**src/rtl/crossbar_ctl.sv**
```systemverilog
// Crossbar route controller: round-robin arbitration over route/unsubscribe
// requests, ownership checking against a shadow table, and issue of put strobes.
module crossbar_ctl #(
  parameter int unsigned W   = 3,
  parameter int unsigned N   = 4,
  parameter int unsigned IN  = 4,
  parameter int unsigned OUT = 4
) (
  input  logic           clk_i,
  input  logic           rst_i,
  input  logic [N-1:0]   req_i,
  input  logic [N*W-1:0] req_from_i,
  input  logic [N*W-1:0] req_to_i,
  output logic [N-1:0]   ack_o,
  output logic [N-1:0]   nak_o,
  output logic [W-1:0]   from_o,
  output logic [W-1:0]   to_o,
  output logic           put_o,
  output logic           busy_o
);

  localparam int unsigned NW = (N > 1) ? $clog2(N) : 1;
  localparam int unsigned OW = (OUT > 1) ? $clog2(OUT) : 1;

  typedef enum logic [1:0] {IDLE, CHECK, ISSUE, GAP} state_e;

  state_e          state_q, state_d;
  logic [NW-1:0]   last_q, last_d;
  logic [NW-1:0]   gnt_q, gnt_d;
  logic [W-1:0]    lfrom_q, lfrom_d;
  logic [W-1:0]    lto_q, lto_d;
  logic            accept_q, accept_d;
  logic [OUT-1:0]  valid_q, valid_d;
  logic [NW-1:0]   owner_q [OUT];
  logic [NW-1:0]   owner_d [OUT];
  logic            put_q, put_d;
  logic [N-1:0]    ack_q, ack_d;
  logic [N-1:0]    nak_q, nak_d;
  logic [W-1:0]    from_q, from_d;
  logic [W-1:0]    to_q, to_d;
  logic            busy_q, busy_d;

  logic            rr_found;
  logic [NW-1:0]   rr_idx;
  int unsigned     cand;
  logic [W-1:0]    sel_from, sel_to;
  logic [OW-1:0]   slot;
  logic            in_range, is_unsub, decide;

  // Round-robin search starting just after the last grant.
  always_comb begin
    rr_found = 1'b0;
    rr_idx   = '0;
    cand     = 0;
    for (int unsigned k = 1; k <= N; k++) begin
      cand = (32'(last_q) + k) % N;
      if (!rr_found && req_i[NW'(cand)]) begin
        rr_found = 1'b1;
        rr_idx   = NW'(cand);
      end
    end
  end

  always_comb begin
    sel_from = '0;
    sel_to   = '0;
    for (int unsigned k = 0; k < N; k++) begin
      if (NW'(k) == rr_idx) begin
        sel_from = req_from_i[k*W +: W];
        sel_to   = req_to_i[k*W +: W];
      end
    end
  end

  // Ownership decision on the latched request; slot is only meaningful when in range.
  always_comb begin
    slot     = OW'(lto_q);
    in_range = (32'(lto_q) < OUT);
    is_unsub = lfrom_q[W-1] || (32'(lfrom_q) >= IN);
    if (is_unsub) begin
      decide = in_range && valid_q[slot] && (owner_q[slot] == gnt_q);
    end else begin
      decide = in_range && (!valid_q[slot] || (owner_q[slot] == gnt_q));
    end
  end

  always_comb begin
    state_d  = state_q;
    last_d   = last_q;
    gnt_d    = gnt_q;
    lfrom_d  = lfrom_q;
    lto_d    = lto_q;
    accept_d = accept_q;
    valid_d  = valid_q;
    owner_d  = owner_q;
    put_d    = 1'b0;
    ack_d    = '0;
    nak_d    = '0;
    from_d   = from_q;
    to_d     = to_q;
    case (state_q)
      IDLE: begin
        if (rr_found) begin
          state_d = CHECK;
          gnt_d   = rr_idx;
          last_d  = rr_idx;
          lfrom_d = sel_from;
          lto_d   = sel_to;
        end
      end
      CHECK: begin
        accept_d = decide;
        state_d  = ISSUE;
      end
      ISSUE: begin
        state_d = GAP;
        if (accept_q) begin
          put_d        = 1'b1;
          ack_d[gnt_q] = 1'b1;
          from_d       = lfrom_q;
          to_d         = lto_q;
          valid_d[slot] = !is_unsub;
          if (!is_unsub) begin
            owner_d[slot] = gnt_q;
          end
        end else begin
          nak_d[gnt_q] = 1'b1;
        end
      end
      GAP:     state_d = IDLE;
      default: state_d = IDLE;
    endcase
    busy_d = (state_d != IDLE);
  end

  always_ff @(posedge clk_i or posedge rst_i) begin
    if (rst_i) begin
      state_q  <= IDLE;
      last_q   <= NW'(N - 1);
      gnt_q    <= '0;
      lfrom_q  <= '0;
      lto_q    <= '0;
      accept_q <= 1'b0;
      valid_q  <= '0;
      owner_q  <= '{default: '0};
      put_q    <= 1'b0;
      ack_q    <= '0;
      nak_q    <= '0;
      from_q   <= '0;
      to_q     <= '0;
      busy_q   <= 1'b0;
    end else begin
      state_q  <= state_d;
      last_q   <= last_d;
      gnt_q    <= gnt_d;
      lfrom_q  <= lfrom_d;
      lto_q    <= lto_d;
      accept_q <= accept_d;
      valid_q  <= valid_d;
      owner_q  <= owner_d;
      put_q    <= put_d;
      ack_q    <= ack_d;
      nak_q    <= nak_d;
      from_q   <= from_d;
      to_q     <= to_d;
      busy_q   <= busy_d;
    end
  end

  assign ack_o  = ack_q;
  assign nak_o  = nak_q;
  assign put_o  = put_q;
  assign from_o = from_q;
  assign to_o   = to_q;
  assign busy_o = busy_q;

endmodule

```
**config.mk**
```make
export PLATFORM = sky130hd
export DESIGN_NAME = crossbar_ctl
export DESIGN_NICKNAME = d
export VERILOG_FILES = /design/src/rtl/crossbar_ctl.sv
export SDC_FILE = /design/constraint.sdc
export NUM_CORES = 1
export LEC_CHECK = 0
export BUFFER_PORTS_ARGS = -buffer_cell sky130_fd_sc_hd__buf_4
export CELL_PAD_IN_SITES_DETAIL_PLACEMENT = 1
export CELL_PAD_IN_SITES_GLOBAL_PLACEMENT = 1
export CORE_MARGIN = 2
export CORE_UTILIZATION = 37
export DETAILED_ROUTE_END_ITERATION = 8
export GPL_TIMING_DRIVEN = 0
export PLACE_DENSITY = 0.71
export SLEW_MARGIN = 20
export SYNTH_ARGS = -nofsm -noshare
export SYNTH_HDL_FRONTEND = slang
export SYNTH_SLANG_ARGS = --single-unit
```
**constraint.sdc**
```tcl
create_clock -name clk_i -period 1.75 [get_ports clk_i]
set_input_delay 0.175 -clock clk_i [delete_from_list [all_inputs] [get_ports clk_i]]
set_output_delay 0.175 -clock clk_i [all_outputs]
set_load 0.02 [all_outputs]
```
-- Word level (Yosys, flattened, before mapping)
Index checks and enable logic that the tools add are counted.
- reductions and logical operators: 22
- multipliers: 0
- bitwise gates (word level): 2
- equal/unequal tests: 7
- $lt $le $gt $ge: 12
- divide/modulo/power cells: 0
- muxes and demuxes: 46
- add/subtract/negate cells: 4
- shifts and indexed selects: 0
- operators by type and width (cell ; count):
    $mux W3 ; 8
    $lt A2 B3 Y1 const B ; 6
    $mux W2 ; 8
    $mux W4 ; 4
    $mux W1 ; 14
    $bmux W1 S2 ; 5
    $logic_and A1 B1 Y1 ; 9
    $bwmux W8 ; 1
    $pmux W2 S4 ; 1
    $ge A3 B3 Y1 const B ; 2
    $logic_not A1 Y1 ; 5
    $add A2 B1 Y2 const B ; 2
    $add A2 B2 Y2 const B ; 2
    $bmux W2 S2 ; 1
    $bwmux W4 ; 1
    $demux W1 S2 ; 2
    $demux W2 S2 ; 1
    $eq A2 B2 Y1 const A ; 2
    $eq A2 B2 Y1 const B ; 2
    $ge A2 B1 Y1 const B ; 2
    $logic_not A2 Y1 ; 2
    $reduce_and A2 Y1 ; 2
    $lt A3 B1 Y1 const B ; 1
    $lt A3 B3 Y1 const B ; 1
    8 further kinds ; 9
- word-level logic and storage cells: 110
- input bits: 30
- memories: 0
- bits in latches: 0
- bits in registers: 41
- ROM bits: 0
- output and inout port bits: 16
- memory bits (writable): 0

-- Longest topological paths before layout
- depth in word-level cells: 18
- depth in mapped cells: 8
- mapped depth without buffers: 7

-- Worst setup path after synthesis
OpenSTA, ideal clock, no wires.
- path kind: reg-to-reg
- start: reg state_q[0]
- end: reg owner_q[6] (netlist name)
- cell stages (with the launch flop): 7
- data arrival time: 1.540 ns
- path slack: 0.086 ns
- period minus slack after synthesis: 1.664 ns
- cell sequence: dfrtp_1 inv_1 ha_1 nand2_1 or3_1 nor2_1 mux2_2
- longest elaborated chain between the ends: 2
- RTL lines (item ; RTL line ; source):
    from (decl) ; 27 ; state_e state_q, state_d;
    from (signal assigned) ; 153 ; state_q <= state_d;
    $eq A2 B2 Y1 ; 101 ; case (state_q)
    $reduce_and A3 Y1 (no line) ; -- ;
    to (signal assigned) ; 160 ; owner_q <= owner_d;
    to (decl) ; 34 ; logic [NW-1:0] owner_q [OUT];
No other way between the ends.
A chain may end at the register's enable or synchronous reset.

-- Worst setup path in the final report
- start: reg last_q[1]
- end: reg lto_q[1]
- longest elaborated chain between the ends: 18
- elaborated cells between the ends (all ways): 35
- those cells by class: 4 x add/sub; 3 x eq/ne; 20 x mux; 8 x reduce/logical
- RTL lines (item ; RTL line ; source):
    from (decl) ; 28 ; logic [NW-1:0] last_q, last_d;
    from (signal assigned) ; 139 ; last_q <= NW'(N - 1);
    from (signal assigned) ; 154 ; last_q <= last_d;
    $add A2 B1 Y2 ; 56 ; cand = (32'(last_q) + k) % N;
    $bmux W1 S2 ; 57 ; if (!rr_found && req_i[NW'(cand)]) begin
    $mux W1 (not written as such) ; 57 ;
    $mux W1 ; 57 ;
    $logic_not A1 Y1 ; 57 ;
    $logic_and A1 B1 Y1 ; 57 ;
    $mux W1 ; 57 ;
    $logic_not A1 Y1 ; 57 ;
    $logic_and A1 B1 Y1 ; 57 ;
    $mux W1 ; 57 ;
    $logic_not A1 Y1 ; 57 ;
    $logic_and A1 B1 Y1 ; 57 ;
    $mux W2 ; 57 ;
    $logic_not A2 Y1 ; 68 ; if (NW'(k) == rr_idx) begin
    $mux W3 (4 in a row) ; 68 ;
    to (signal assigned) ; 157 ; lto_q <= lto_d;
    to (decl) ; 31 ; logic [W-1:0] lto_q, lto_d;
Several ways; a longest one is shown, not always the timed one. The select of a mux whose other input is x is not followed.

==> flow_summary_export.csv <==
group,metric,value,unit
flow_run,drv_cap,0,
critical_path,worstReg2RegEnd,"lto_q[1]",
layout,n_fill_cell,553,
timing,final_hold_viol_count,0,
pwr,swShare,35.6,%
global_routing,grt_usage,16.5,%
critical_path,r2r_cells,6,
drt,wl_per_cell,14.7,um
floorplanning,rows,26,
clocking,clockBufferDepth,2,
layout,drive_gt1_share,46.4,%
place,dpl.hpwl,3220,um
pwr,p_comb_share,45.4,%
layout,final_nets,256,
drt,drc_errors,0,
critical_path,crit_top_cell,"mux2i_1",
timing,finalClockSkew,4.05,ps
critical_path,cpMaxStageDelayCell,"dfstp_2",
global_routing,first_global_vias,1573,
global_routing,antenna_found_initial,0,
clocking,numCtsBuffers,5,
drt,drtIter0Drc,76,
layout,fin_util,51.8,%
floorplanning,initial_core_util,37.6,%
pwr,total_power,4.33,mW
critical_path,timing.reg2reg.setup_slack,10,ps
yosys,synth_ff_type,"dfrtp_1",
clocking,clock_sinks,41,
pwr,p_sw,1.54,mW
yosys,synth_top_cell_by_area,"dfrtp_1",
timing,slew_headroom,67.2,%
global_routing,grt.overflow.total,0,
yosys,syn_area,1900,sq um
timing,setup_viol,0,
global_routing,top_usage_layer,"met2",
floorplanning,dieArea,5720,sq um
critical_path,crit_type,"flop to flop",
pwr,pwr-share-seq,36.6,%
yosys,postSynthNetCount,194,
clocking,cts.clk_slew.worst_paths,70,ps
min_path,min_path_type,"input port to flop",
drt,dr.pass1.iters,4,
pwr,vdd_ir_drop_max,0.648,mV
critical_path,r2r_start,"last_q[1]",
yosys,yosysTopAreaCellShare,51.4,%
place,dp.cells,277,
layout,n_antenna_cell,0,
timing,tightestPinTransition,492,ps
timing,period_share,99.3,%
timing,post-route-min-period,1740,ps
yosys,synth.avg_cell_area,11.8,sq um
critical_path,critical_path_required,1910,ps
timing,hold_ws,193,ps
yosys,synth.area.top_cells,"dfrtp_1 (51%), mux2_2 (7.7%), mux2i_1 (6.9%), nand2_1 (3.8%), mux4_2 (3.6%)",
floorplanning,fp.dieW,75.6,um
min_path,min_to,"lfrom_q[2]",
yosys,yosys.cell_count.top_type,"dfrtp_1",
yosys,syn-instance-count,161,
min_path,holdPathStages,3,
drt,ant_nets,0,
yosys,synth_edf_count,0,
critical_path,crit_chain,"mux2i_1 > o221a_1 > buf_6 > clkbuf_16 > mux2i_1 > o221ai_1",
drt,viasPerCell,4.84,
place,pre_cts_ws,-130,ps
layout,finalNonFillerCells,294,
pwr,p_int,2.79,mW
critical_path,cpPeakStageDelay,590,ps
timing,postLayoutSetupSlackWorst,12.6,ps
critical_path,crit_path_start_kind,"flop",
layout,area_delta_synth_final,37.5,%
min_path,hold_start,"req_from_i[11]",
timing,fmax,576,MHz
pwr,power.leakage,1.29,nW
yosys,seq_area_frac_synth,54.2,%
global_routing,grt_max_degree,28,
global_routing,use_met3,3.44,%
clocking,ctsHtreeMaxLevel,2,
floorplanning,die_h,75.6,um
place,routabilityCongestion,0.851,
clocking,cts_root_buffer,"clkbuf_8",
floorplanning,core_area,5040,sq um
yosys,ys_seq_elements,41,
critical_path,critPathMaxFanout,5,
place,port-buffer-count,45,
yosys,synth_common_cells,"dfrtp_1 (39), nand2_1 (19), nor2_1 (16), mux2_2 (13), mux2i_1 (13)",
drt,totalWireLength,4340,um
timing,maxSlewViolCount,0,
yosys,synth_warnings,0,
pwr,powerDensity,1660,nW/um^2
global_routing,met1_usage,19.8,%
yosys,async_flop_share,100,%
drt,vias,1422,
global_routing,met2_usage,28.6,%
outcome,status,"complete, no violations",
pwr,clockPowerShare,18.0,%
clocking,worstSkewPairLatency,290,ps
critical_path,end_kind,"flop",
yosys,synthDistinctLibCells,32,
critical_path,worstPathArrival,1900,ps
clocking,cts_tree,"yes",
timing,rsz0062_at_grt,"true",
global_routing,grt_pass1_wl,7040,um
floorplanning,io_pins,46,
worst max-delay path, delay by kind of cell, from the launching register on:
family / cells / cell delay (ps)
AOI/OAI and AO/OA: 2 / 350
buffers and inverters: 2 / 270
muxes: 2 / 400
DFF: 1 / 590
power groups by stage:
stage	sequential (mW)	combinational (mW)	clock, mW
finish	1.59	1.97	0.779
global route	1.64	2.17	0.830
CTS	1.58	1.86	0.799
detailed placement	1.57	1.79	0
global placement	1.54	1.71	0
floorplan	1.62	1.16	0
final cells by class:
type	instances	area, sq um	share of cell area (%)
Buffer	8	63.8	2.44
Clock buffer	7	86.3	3.31
Inverter	6	22.5	0.863
Tap cell	70	87.6	3.36
Clock inverter	1	30.0	1.15
Timing Repair Buffer	56	457	17.5
Multi-Input combinational cell	105	835	32.0
Sequential cell	41	1030	39.4
flip-flops by register name, summed over array words and instances (netlist names):
register	flops
owner_q	8
ack_o	4
nak_o	4
valid_q	4
from_o	3
lfrom_q	3
lto_q	3
to_o	3
gnt_q	2
last_q	2
state_q	2
accept_q	1
busy_o	1
put_o	1
metal layers:
metal,up-vias,routed length (um)
met1,680,1870
li1,678,-
met2,53,2130
met5,-,0
met4,0,117
met3,11,224
kinds of logic after synthesis:
kind of cell | count (synthesis) | share of synthesized area, %
simple gates | 51 | 12.3
flops | 41 | 54.2
mux | 29 | 18.1
compound gates | 20 | 7.58
buf+inv | 15 | 4.88
fa+ha+maj | 3 | 1.98
xor+xnor | 2 | 0.923
worst max path at each step:
stage | start | depth (start not counted) | to
after floorplan | state_q[0] | 6 | owner_q[6]
after global placement | state_q[0] | 6 | owner_q[6]
after detailed placement | state_q[0] | 6 | owner_q[6]
after CTS | last_q[1] | 6 | lto_q[0]
after global routing | last_q[1] | 6 | lfrom_q[2]
final | last_q[1] | 6 | lto_q[1]
placed cells by master, fill, tap and decap left out, types with 2 or more instances in the layout:
cell type	netlist	routed
buf_4	1	52
dfrtp_1	39	39
nand2_1	19	17
nor2_1	16	14
mux2_2	13	13
mux2i_1	13	11
o221ai_1	6	6
clkbuf_8	0	6
a21oi_1	5	5
inv_1	6	4
nand2_2	2	4
clkbuf_1	4	4
nand2b_1	4	4
buf_6	2	3
a21o_1	3	3
mux4_2	3	3
buf_12	1	2
mux2i_2	0	2
or2_2	2	2
inv_2	0	2
nor3_1	3	2
xnor2_1	2	2
ha_1	3	2
dfstp_2	2	2
per-stage QoR:
stage / TNS (ps) / cell area (sq um)
floorplan: 0 / 1900
global placement: -270 / 2320
detailed placement: -881 / 2340
CTS: 0 / 2520
global route: -265 / 2610
finish: 0 / 2610
repair_timing:
item | in CTS | in global routing
setup endpoints to repair | 15 | 19
cloned | 0 | 1
endpoints found under the hold margin | 12 | 0
pin swaps | 3 | 8
gates resized for setup | 8 | 8
setup buffers | 5 | 3
hold buffers | 1 | 0
No activity file was read; power rests on OpenSTA's default activity.
